$ cat src/rtl/utc_to_unix64.sv
// Iterative proleptic-Gregorian UTC to 64-bit unix seconds converter (start/done handshake).
// Optional weekday output is enabled by defining UTC_TO_UNIX_WEEKDAY_EN.
module utc_to_unix64 #(
   parameter int MIN_YEAR = 1970
) (
   input  logic        clk,
   input  logic        rst,
   input  logic        start,
   input  logic [13:0] year,
   input  logic [3:0]  month,
   input  logic [4:0]  day,
   input  logic [4:0]  hour,
   input  logic [5:0]  minute,
   input  logic [5:0]  second,
   output logic        busy,
   output logic        done,
   output logic        err,
`ifdef UTC_TO_UNIX_WEEKDAY_EN
   output logic [2:0]  weekday,
`endif
   output logic [63:0] unix_time
);

   localparam logic [13:0] MinYear = 14'(MIN_YEAR);

   typedef enum logic [2:0] {
      S_IDLE, S_CHECK, S_Y400, S_Y1, S_MON, S_DAYS, S_COMBINE, S_DONE
   } state_e;

   state_e      state_q, state_d;
   logic [13:0] year_q, year_d;
   logic [3:0]  month_q, month_d;
   logic [4:0]  day_q, day_d;
   logic [4:0]  hour_q, hour_d;
   logic [5:0]  min_q, min_d;
   logic [5:0]  sec_q, sec_d;
   logic [22:0] days_q, days_d;
   logic [13:0] ycur_q, ycur_d;
   logic [1:0]  r4_q, r4_d;
   logic [6:0]  r100_q, r100_d;
   logic [8:0]  r400_q, r400_d;
   logic [3:0]  mon_q, mon_d;
   logic        err_q, err_d;
   logic [63:0] unix_q, unix_d;

   function automatic logic [4:0] monthLen(input logic [3:0] m, input logic leap);
      logic [4:0] len;
      case (m)
         4'd4, 4'd6, 4'd9, 4'd11: len = 5'd30;
         4'd2:                    len = 5'd28 + {4'd0, leap};
         default:                 len = 5'd31;
      endcase
      return len;
   endfunction

`ifdef UTC_TO_UNIX_WEEKDAY_EN
   logic [2:0] wdacc_q, wdacc_d;
   logic [2:0] wd_q, wd_d;

   function automatic logic [2:0] mod7Add(input logic [2:0] a, input logic [2:0] b);
      logic [3:0] s;
      s = {1'b0, a} + {1'b0, b};
      return (s >= 4'd7) ? 3'(s - 4'd7) : s[2:0];
   endfunction

   function automatic logic [2:0] mod7Of5(input logic [4:0] v);
      logic [4:0] t;
      if (v >= 5'd28)      t = v - 5'd28;
      else if (v >= 5'd21) t = v - 5'd21;
      else if (v >= 5'd14) t = v - 5'd14;
      else if (v >= 5'd7)  t = v - 5'd7;
      else                 t = v;
      return t[2:0];
   endfunction
`endif

   logic        leapCur;
   logic        inputsOk;
   logic [13:0] ycurPlus400;
   logic [13:0] ycurPlus1;
   logic [4:0]  curMonLen;
   logic [4:0]  targetMonLen;
   logic [63:0] days64, hour64, min64, sec64;

   // Residues always describe ycur_q; once the year loops finish they describe the target year.
   assign leapCur      = ((r4_q == 2'd0) && (r100_q != 7'd0)) || (r400_q == 9'd0);
   assign inputsOk     = (year_q >= MinYear) && (month_q >= 4'd1) && (month_q <= 4'd12) &&
                         (day_q != 5'd0) && (hour_q < 5'd24) && (min_q < 6'd60) && (sec_q < 6'd60);
   assign ycurPlus400  = ycur_q + 14'd400;
   assign ycurPlus1    = ycur_q + 14'd1;
   assign curMonLen    = monthLen(mon_q, leapCur);
   assign targetMonLen = monthLen(month_q, leapCur);
   assign days64       = {41'd0, days_q};
   assign hour64       = {59'd0, hour_q};
   assign min64        = {58'd0, min_q};
   assign sec64        = {58'd0, sec_q};

   always_ff @(posedge clk or posedge rst) begin
      if (rst) begin
         state_q <= S_IDLE;
         year_q  <= '0;
         month_q <= '0;
         day_q   <= '0;
         hour_q  <= '0;
         min_q   <= '0;
         sec_q   <= '0;
         days_q  <= '0;
         ycur_q  <= '0;
         r4_q    <= '0;
         r100_q  <= '0;
         r400_q  <= '0;
         mon_q   <= '0;
         err_q   <= 1'b0;
         unix_q  <= '0;
      end else begin
         state_q <= state_d;
         year_q  <= year_d;
         month_q <= month_d;
         day_q   <= day_d;
         hour_q  <= hour_d;
         min_q   <= min_d;
         sec_q   <= sec_d;
         days_q  <= days_d;
         ycur_q  <= ycur_d;
         r4_q    <= r4_d;
         r100_q  <= r100_d;
         r400_q  <= r400_d;
         mon_q   <= mon_d;
         err_q   <= err_d;
         unix_q  <= unix_d;
      end
   end

`ifdef UTC_TO_UNIX_WEEKDAY_EN
   always_ff @(posedge clk or posedge rst) begin
      if (rst) begin
         wdacc_q <= 3'd4;
         wd_q    <= 3'd4;
      end else begin
         wdacc_q <= wdacc_d;
         wd_q    <= wd_d;
      end
   end
`endif

   // Loop states look ahead so that a loop with zero iterations costs no cycle.
   always_comb begin
      state_d = state_q;
      year_d  = year_q;
      month_d = month_q;
      day_d   = day_q;
      hour_d  = hour_q;
      min_d   = min_q;
      sec_d   = sec_q;
      days_d  = days_q;
      ycur_d  = ycur_q;
      r4_d    = r4_q;
      r100_d  = r100_q;
      r400_d  = r400_q;
      mon_d   = mon_q;
      err_d   = err_q;
      unix_d  = unix_q;
`ifdef UTC_TO_UNIX_WEEKDAY_EN
      wdacc_d = wdacc_q;
      wd_d    = wd_q;
`endif
      case (state_q)
         S_IDLE: begin
            if (start) begin
               year_d  = year;
               month_d = month;
               day_d   = day;
               hour_d  = hour;
               min_d   = minute;
               sec_d   = second;
               err_d   = 1'b0;
               state_d = S_CHECK;
            end
         end
         S_CHECK: begin
            if (!inputsOk) begin
               err_d   = 1'b1;
               state_d = S_DONE;
            end else begin
               days_d  = '0;
               ycur_d  = MinYear;
               r4_d    = 2'd2;
               r100_d  = 7'd70;
               r400_d  = 9'd370;
               mon_d   = 4'd1;
`ifdef UTC_TO_UNIX_WEEKDAY_EN
               wdacc_d = 3'd4;
`endif
               if ((year_q - MinYear) >= 14'd400) state_d = S_Y400;
               else if (year_q != MinYear)       state_d = S_Y1;
               else                              state_d = S_MON;
            end
         end
         S_Y400: begin
            days_d = days_q + 23'd146097;
            ycur_d = ycurPlus400;
            if ((year_q - ycurPlus400) >= 14'd400) state_d = S_Y400;
            else if (ycurPlus400 != year_q)       state_d = S_Y1;
            else                                  state_d = S_MON;
         end
         S_Y1: begin
            days_d = days_q + 23'd365 + {22'd0, leapCur};
            ycur_d = ycurPlus1;
            r4_d   = r4_q + 2'd1;
            r100_d = (r100_q == 7'd99) ? 7'd0 : r100_q + 7'd1;
            r400_d = (r400_q == 9'd399) ? 9'd0 : r400_q + 9'd1;
`ifdef UTC_TO_UNIX_WEEKDAY_EN
            wdacc_d = mod7Add(wdacc_q, {2'd0, 1'b1} + {2'd0, leapCur});
`endif
            state_d = (ycurPlus1 != year_q) ? S_Y1 : S_MON;
         end
         S_MON: begin
            // The day-of-month check rides on the first month cycle.
            if ((mon_q == 4'd1) && (day_q > targetMonLen)) begin
               err_d   = 1'b1;
               state_d = S_DONE;
            end else if (mon_q == month_q) begin
               state_d = S_DAYS;
            end else begin
               days_d = days_q + {18'd0, curMonLen};
               mon_d  = mon_q + 4'd1;
`ifdef UTC_TO_UNIX_WEEKDAY_EN
               wdacc_d = mod7Add(wdacc_q, 3'(curMonLen - 5'd28));
`endif
            end
         end
         S_DAYS: begin
            days_d = days_q + {18'd0, day_q - 5'd1};
`ifdef UTC_TO_UNIX_WEEKDAY_EN
            wdacc_d = mod7Add(wdacc_q, mod7Of5(day_q - 5'd1));
`endif
            state_d = S_COMBINE;
         end
         S_COMBINE: begin
            // 86400 = 2^16+2^14+2^12+2^8+2^7, 3600 = 2^11+2^10+2^9+2^4, 60 = 2^5+2^4+2^3+2^2
            unix_d = (days64 << 16) + (days64 << 14) + (days64 << 12) + (days64 << 8) + (days64 << 7) +
                     (hour64 << 11) + (hour64 << 10) + (hour64 << 9) + (hour64 << 4) +
                     (min64 << 5) + (min64 << 4) + (min64 << 3) + (min64 << 2) + sec64;
`ifdef UTC_TO_UNIX_WEEKDAY_EN
            wd_d = wdacc_q;
`endif
            state_d = S_DONE;
         end
         S_DONE: begin
            state_d = S_IDLE;
         end
         default: begin
            state_d = S_IDLE;
         end
      endcase
   end

   assign busy      = (state_q != S_IDLE) && (state_q != S_DONE);
   assign done      = (state_q == S_DONE);
   assign err       = err_q;
   assign unix_time = unix_q;
`ifdef UTC_TO_UNIX_WEEKDAY_EN
   assign weekday   = wd_q;
`endif

endmodule

$ cat config.mk
export PLATFORM = sky130hd
export DESIGN_NAME = utc_to_unix64
export DESIGN_NICKNAME = d
export VERILOG_FILES = /design/src/rtl/utc_to_unix64.sv
export SDC_FILE = /design/constraint.sdc
export NUM_CORES = 1
export LEC_CHECK = 0
export BUFFER_PORTS_ARGS = -buffer_cell sky130_fd_sc_hd__buf_2
export CAP_MARGIN = 20
export CORE_AREA = 10 10 194 196
export CTS_CLUSTER_DIAMETER = 100
export CTS_CLUSTER_SIZE = 24
export DETAILED_ROUTE_END_ITERATION = 8
export DIE_AREA = 0 0 204 206
export SLEW_MARGIN = 20
export SYNTH_ARGS = -nofsm -noshare
export SYNTH_HDL_FRONTEND = slang
export SYNTH_SLANG_ARGS = --single-unit
$ cat constraint.sdc
create_clock -name clk -period 6.5 [get_ports clk]
set_input_delay 0.975 -clock clk [delete_from_list [all_inputs] [get_ports clk]]
set_output_delay 0.975 -clock clk [all_outputs]
set_load 0.02 [all_outputs]
# Word-level counts from Yosys, hierarchy flattened
# Cells that the tools add are included.
[classes]
muxes = 34
eq_ne = 32
addsub = 28
order_cmp = 9
n_reduce_logical = 30
[ops]
columns = ["cell", "count"]
rows = [
  ["$pmux W23 S5", 1],
  ["$mux W23", 3],
  ["$add A51 B6 Y52", 1],
  ["$add A50 B8 Y51", 1],
  ["$add A49 B9 Y50", 1],
  ["$add A48 B10 Y49", 1],
  ["$add A47 B11 Y48", 1],
  ["$add A46 B9 Y47", 1],
  ["$add A23 B5 Y23", 2],
  ["$add A45 B14 Y46", 1],
  ["$add A44 B15 Y45", 1],
  ["$add A43 B16 Y44", 1],
  ["$add A42 B30 Y43", 1],
  ["$add A41 B31 Y42", 1],
  ["$pmux W14 S3", 1],
  ["$add A40 B35 Y41", 1],
  ["$add A39 B37 Y40", 1],
  ["$ge A14 B9 Y1 const B", 2],
  ["$ne A14 B14 Y1", 2],
  ["$mux W3", 9],
  ["$pmux W3 S8", 1],
  ["$add A23 B1 Y23", 1],
  ["$add A23 B18 Y23 const B", 1],
  ["$add A23 B9 Y23 const B", 1],
  ["other kinds (53)", 96],
]
[totals]
output_inout_bits = 67
wordCells = 148
ff_bits = 167
in_bits = 43

# Depth between registers and ports, before layout
[depth]
depth_word = 13
mapped_depth = 22

# Least setup slack after synthesis
# Ideal clock, no wire load.
[synth_timing]
path_kind = "flip-flop to flip-flop"
start = "register days_q[0]"
end = "register unix_q[33] (netlist: unix_time[33])"
stages_incl_launch_ff = 18
t_required_ns = 6.371
period_less_slack_ns = 4.478
setup_ns = 0.129
path_buffers = 0
arrival_time_ns = 4.349
setup_slack_ns = 2.022
cell_sequence = "dfrtp_1 -> inv_1 -> fa_1 -> inv_1 -> fa_1 -> inv_1 -> fa_1 -> inv_1 -> ha_1 -> nor2b_1 -> o2111a_1 -> or4b_1 -> a21oi_2 -> o31ai_2 -> a221o_1 -> a21oi_1 -> xor2_1 -> o21ai_1"
[synth_between]
elab_chain_len = 13
[synth_rtl]
columns = ["item", "line_no", "source"]
rows = [
  ["from (decl)", "37", "logic [22:0] days_q, days_d;"],
  ["from (signal assigned)", "123", "days_q <= days_d;"],
  ["$add A39 B37 Y40", "241", "unix_d = (days64 << 16) + (days64 << 14) + (days64 << 12) + (days64 << 8) + (days64 << 7) +"],
  ["$add A40 B35 Y41", "241", ""],
  ["$add A41 B31 Y42", "241", ""],
  ["$add A42 B30 Y43 (*)", "241", ""],
  ["$add A43 B16 Y44 (*)", "241", ""],
  ["$add A44 B15 Y45 (*)", "242", "(hour64 << 11) + (hour64 << 10) + (hour64 << 9) + (hour64 << 4) +"],
  ["$add A45 B14 Y46 (*)", "242", ""],
  ["$add A46 B9 Y47 (*)", "242", ""],
  ["$add A47 B11 Y48 (*)", "242", ""],
  ["$add A48 B10 Y49 (*)", "243", "(min64 << 5) + (min64 << 4) + (min64 << 3) + (min64 << 2) + sec64;"],
  ["$add A49 B9 Y50 (*)", "243", ""],
  ["$add A50 B8 Y51 (*)", "243", ""],
  ["$add A51 B6 Y52 (*)", "243", ""],
  ["to (signal assigned)", "130", "unix_q <= unix_d;"],
  ["to (decl)", "44", "logic [63:0] unix_q, unix_d;"],
]
# Every way passes the cells marked *; elsewhere a longest branch is shown, timed or not.
# A chain may end at the register's enable or synchronous reset.

# Worst setup path in the final report
# Ends and elaborated chain as after synthesis.

==> flow_metrics.py <==
metrics = {
    "cells_and_area": {
        "antenna_cells": 0,
        "drive_above_1_share_pct": 11.8,
        "area_delta_synth_final_pct": 10.3,
        "final_nets": 1770,
    },
    "hold_path": {
        "hp-start": "unix_time[17]$_DFFE_PP0P_",
        "holdPathStages": 2,
        "min_to": "unix_time[17]$_DFFE_PP0P_",
        "min_path_type": "reg2reg",
    },
    "clock_tree": {
        "htreeDepth": 4,
        "clkLatencyLatePin_ps": 450,
        "clk_pin_slew_ps": 70,
        "ctsResizeCount": 0,
        "post_cts_buffers": 0,
        "cts_hold_buf": 0,
        "clockBufferDepth": 2,
        "cts_tree": "yes",
        "cts_buffers": 17,
        "cts.sinks": 144,
        "ctsRootBufferMaster": "clkbuf_16",
    },
    "yosys": {
        "yosysWarnings": 0,
        "async_flop_share_pct": 100,
        "ys_types": 79,
        "syn_inst": 1449,
        "synth_flop_cell": "dfrtp_1",
        "ys_seq_area_share_pct": 27.0,
        "syn_area_per_cell_um2": 9.20,
        "synth_edf_count": 0,
        "syn_area_um2": 13300,
        "ys_seq_elements": 144,
    },
    "critical_path": {
        "rrSetupSlack_ps": 1550,
        "timing.rr.start": "days_q[0]$_DFFE_PP0P_",
        "crit_family": "adder cells",
        "timing.critical_path.mode_cell": "inv_1",
        "path_max_fanout": 6,
        "worst-path-buf-inv": 4,
        "r2r_cells": 17,
        "cp.required_ps": 6800,
        "crit_type": "reg2reg",
        "arrival_ps": 5250,
        "max_stage_delay_ps": 560,
        "crit_path_cell_trace": "inv_1 -> fa_1 -> inv_1 -> fa_1 -> inv_1 -> fa_1 -> inv_1 -> ha_1 -> nor2b_1 -> o2111a_1 -> or4b_1 -> a21oi_2 -> o31ai_2 -> a221o_1 -> a21oi_1 -> xor2_1 -> o21ai_1",
        "cp_slowest_cell": "or4b_1",
        "crit_path_start_kind": "flop",
        "crit_path_end_kind": "flop",
        "r2r-end": "unix_time[33]$_DFFE_PP0P_",
    },
    "floorplanning": {
        "io_pins": 110,
        "start_util_pct": 39.3,
        "die-area_um2": 42000,
        "fp.dieW_um": 204,
        "core_area_um2": 33900,
        "rows": 68,
        "dieHeight_um": 206,
    },
    "sta": {
        "fin_crit_ps": 4950,
        "finalSetupTns_ps": 0,
        "grt_setup_unrepaired": "no",
        "hold_violations": 0,
        "hold_slack_ps": 475,
        "finClkSkew_ps": 17.0,
        "setup_viol": 0,
        "slew_headroom_pct": 41.0,
        "worstMarginPinSlew_ps": 884,
        "max_freq_mhz": 202,
        "post-route-period-util_pct": 76.1,
        "slew_viol_final": 0,
    },
    "drt": {
        "via_per_inst": 5.44,
        "ant_nets": 0,
        "routed_wl_um": 32000,
        "routedWlPerCell_um": 16.2,
        "drtIter0Drc": 642,
        "vias": 10800,
        "drc": 0,
        "drt_first_pass_iters": 7,
    },
    "run": {
        "maxCapViolations": 0,
    },
    "global_route": {
        "grt_pass1_vias": 10800,
        "antenna_found_initial": 0,
        "grt_use_total_pct": 15.8,
        "grt_max_degree": 81,
        "grt_pass1_wl_um": 54700,
        "grt.overflow.total": 0,
    },
    "placed_design": {
        "gp_congestion": 0.857,
        "hpwlAfterDp_um": 24600,
        "port_buffers": 86,
    },
    "status": {
        "status": "complete, no violations",
    },
}
==> routing by layer <==
layer  GRT usage, %  wire [um]
met5              0          0
met4           4.21        466
met3           2.95       1300
met2           25.7      15300
met1           21.1      14900
==> registers in the layout, indices dropped and copies added (netlist names) <==
register,cells
state_q,3
sec_q,6
unix_time,41
r4_q,2
min_q,6
r400_q,9
ycur_q,14
day_q,5
err,1
year_q,14
days_q,23
hour_q,5
r100_q,7
month_q,4
mon_q,4
==> cell families after synthesis <==
group / after synthesis / share of synthesized area (%)
DFF: 144 / 27.0
other: 1 / 0.0281
xor gates and xnor gates: 78 / 5.13
adders and majority gates: 217 / 25.6
and+or+nand+nor: 413 / 15.2
AOI/OAI and AO/OA: 380 / 17.8
buffers and inverters: 172 / 5.56
muxes: 44 / 3.61
==> placed cells by master, fill, tap and decap left out, types with 15 or more instances in the layout <==
cell type / Yosys / routed
fa_1: 93 / 93
nor2_1: 80 / 79
nand3_1: 36 / 36
buf_2: 7 / 86
xor2_1: 34 / 34
clkbuf_16: 0 / 17
nor3_1: 29 / 29
inv_1: 94 / 93
nand4_1: 19 / 19
mux2_2: 33 / 33
a21oi_1: 93 / 93
and3_1: 16 / 16
nand2b_1: 15 / 15
a21o_1: 18 / 18
o21ai_0: 122 / 122
ha_1: 124 / 124
xnor2_1: 44 / 44
a31oi_1: 25 / 25
dfrtp_1: 144 / 144
nand2_1: 145 / 144
nor2b_1: 20 / 20
conb_1: 1 / 23
==> final cells by class <==
cell class                 count  area, um^2
fill                        3296       19200
tap                          455         569
multi-input combinational   1155        9070
clock inverter                14         158
timing repair buffer          96         505
sequential                   144        3600
inverter                      96         365
clock buffer                  18         429
==> worst register-to-register path, stage by stage, from the launching register on <==
cell and delay [ps]:
dfrtp_1 540, inv_1 140, fa_1 500, inv_1 50, fa_1 490, inv_1 60, fa_1 530, inv_1 40
ha_1 330, nor2b_1 170, o2111a_1 250, or4b_1 560, a21oi_2 220, o31ai_2 150, a221o_1 350, a21oi_1 170
xor2_1 180, o21ai_1 80
==> synth_stat cells (5+ instances only) <==
library cell / count / area (um^2)
mux2i_1: 11 / 110
nor2_1: 80 / 300
inv_1: 94 / 353
nor2b_1: 20 / 125
buf_4: 23 / 173
and3_1: 16 / 100
nor3b_1: 7 / 52.6
fa_1: 93 / 1860
a22oi_1: 6 / 45.0
a221o_1: 5 / 50.1
nor3_1: 29 / 145
a22o_1: 7 / 61.3
nand2b_1: 15 / 93.8
nor4_1: 7 / 43.8
o211ai_1: 10 / 75.1
or4_1: 7 / 52.6
o31ai_1: 8 / 60.1
xnor2_1: 44 / 385
nand2_1: 145 / 544
o41ai_1: 5 / 43.8
clkbuf_1: 43 / 161
dfrtp_1: 144 / 3600
xor2_1: 34 / 298
o21ai_0: 122 / 611
nand3_1: 36 / 180
a31oi_1: 25 / 156
o21ai_1: 5 / 25.0
nand4_1: 19 / 119
ha_1: 124 / 1550
mux2_2: 33 / 372
buf_2: 7 / 35.0
o21a_1: 14 / 105
and2_1: 7 / 43.8
a21oi_1: 93 / 465
a21o_1: 18 / 135
o22ai_1: 7 / 43.8
==> worst max path at each step <==
stage / endpoint / depth (start not counted) / slack, ps / startpoint
CTS: unix_time[33]$_DFFE_PP0P_ / 17 / 1560 / days_q[0]$_DFFE_PP0P_
floorplan: day_q[0]$_DFFE_PP0P_ / 1 / 1660 / rst
detailed placement: unix_time[33]$_DFFE_PP0P_ / 17 / 1590 / days_q[0]$_DFFE_PP0P_
global placement: unix_time[33]$_DFFE_PP0P_ / 17 / 1630 / days_q[0]$_DFFE_PP0P_
finish: unix_time[33]$_DFFE_PP0P_ / 17 / 1550 / days_q[0]$_DFFE_PP0P_
global route: unix_time[33]$_DFFE_PP0P_ / 17 / 1280 / days_q[0]$_DFFE_PP0P_
==> metrics by stage <==
stage	cells	worst slack [ps]	util (%)	area [um^2]
floorplan	1471	1660	-	13400
global placement	1946	1630	41.6	14100
detailed placement	1946	1590	41.6	14100
CTS	1978	1560	43.3	14700
global route	1978	1280	43.3	14700
finish	1978	1550	43.3	14700
Power is left out: the tool's default activity adds up to more than one toggle a clock period on the data nets, which glitch-free logic cannot reach.
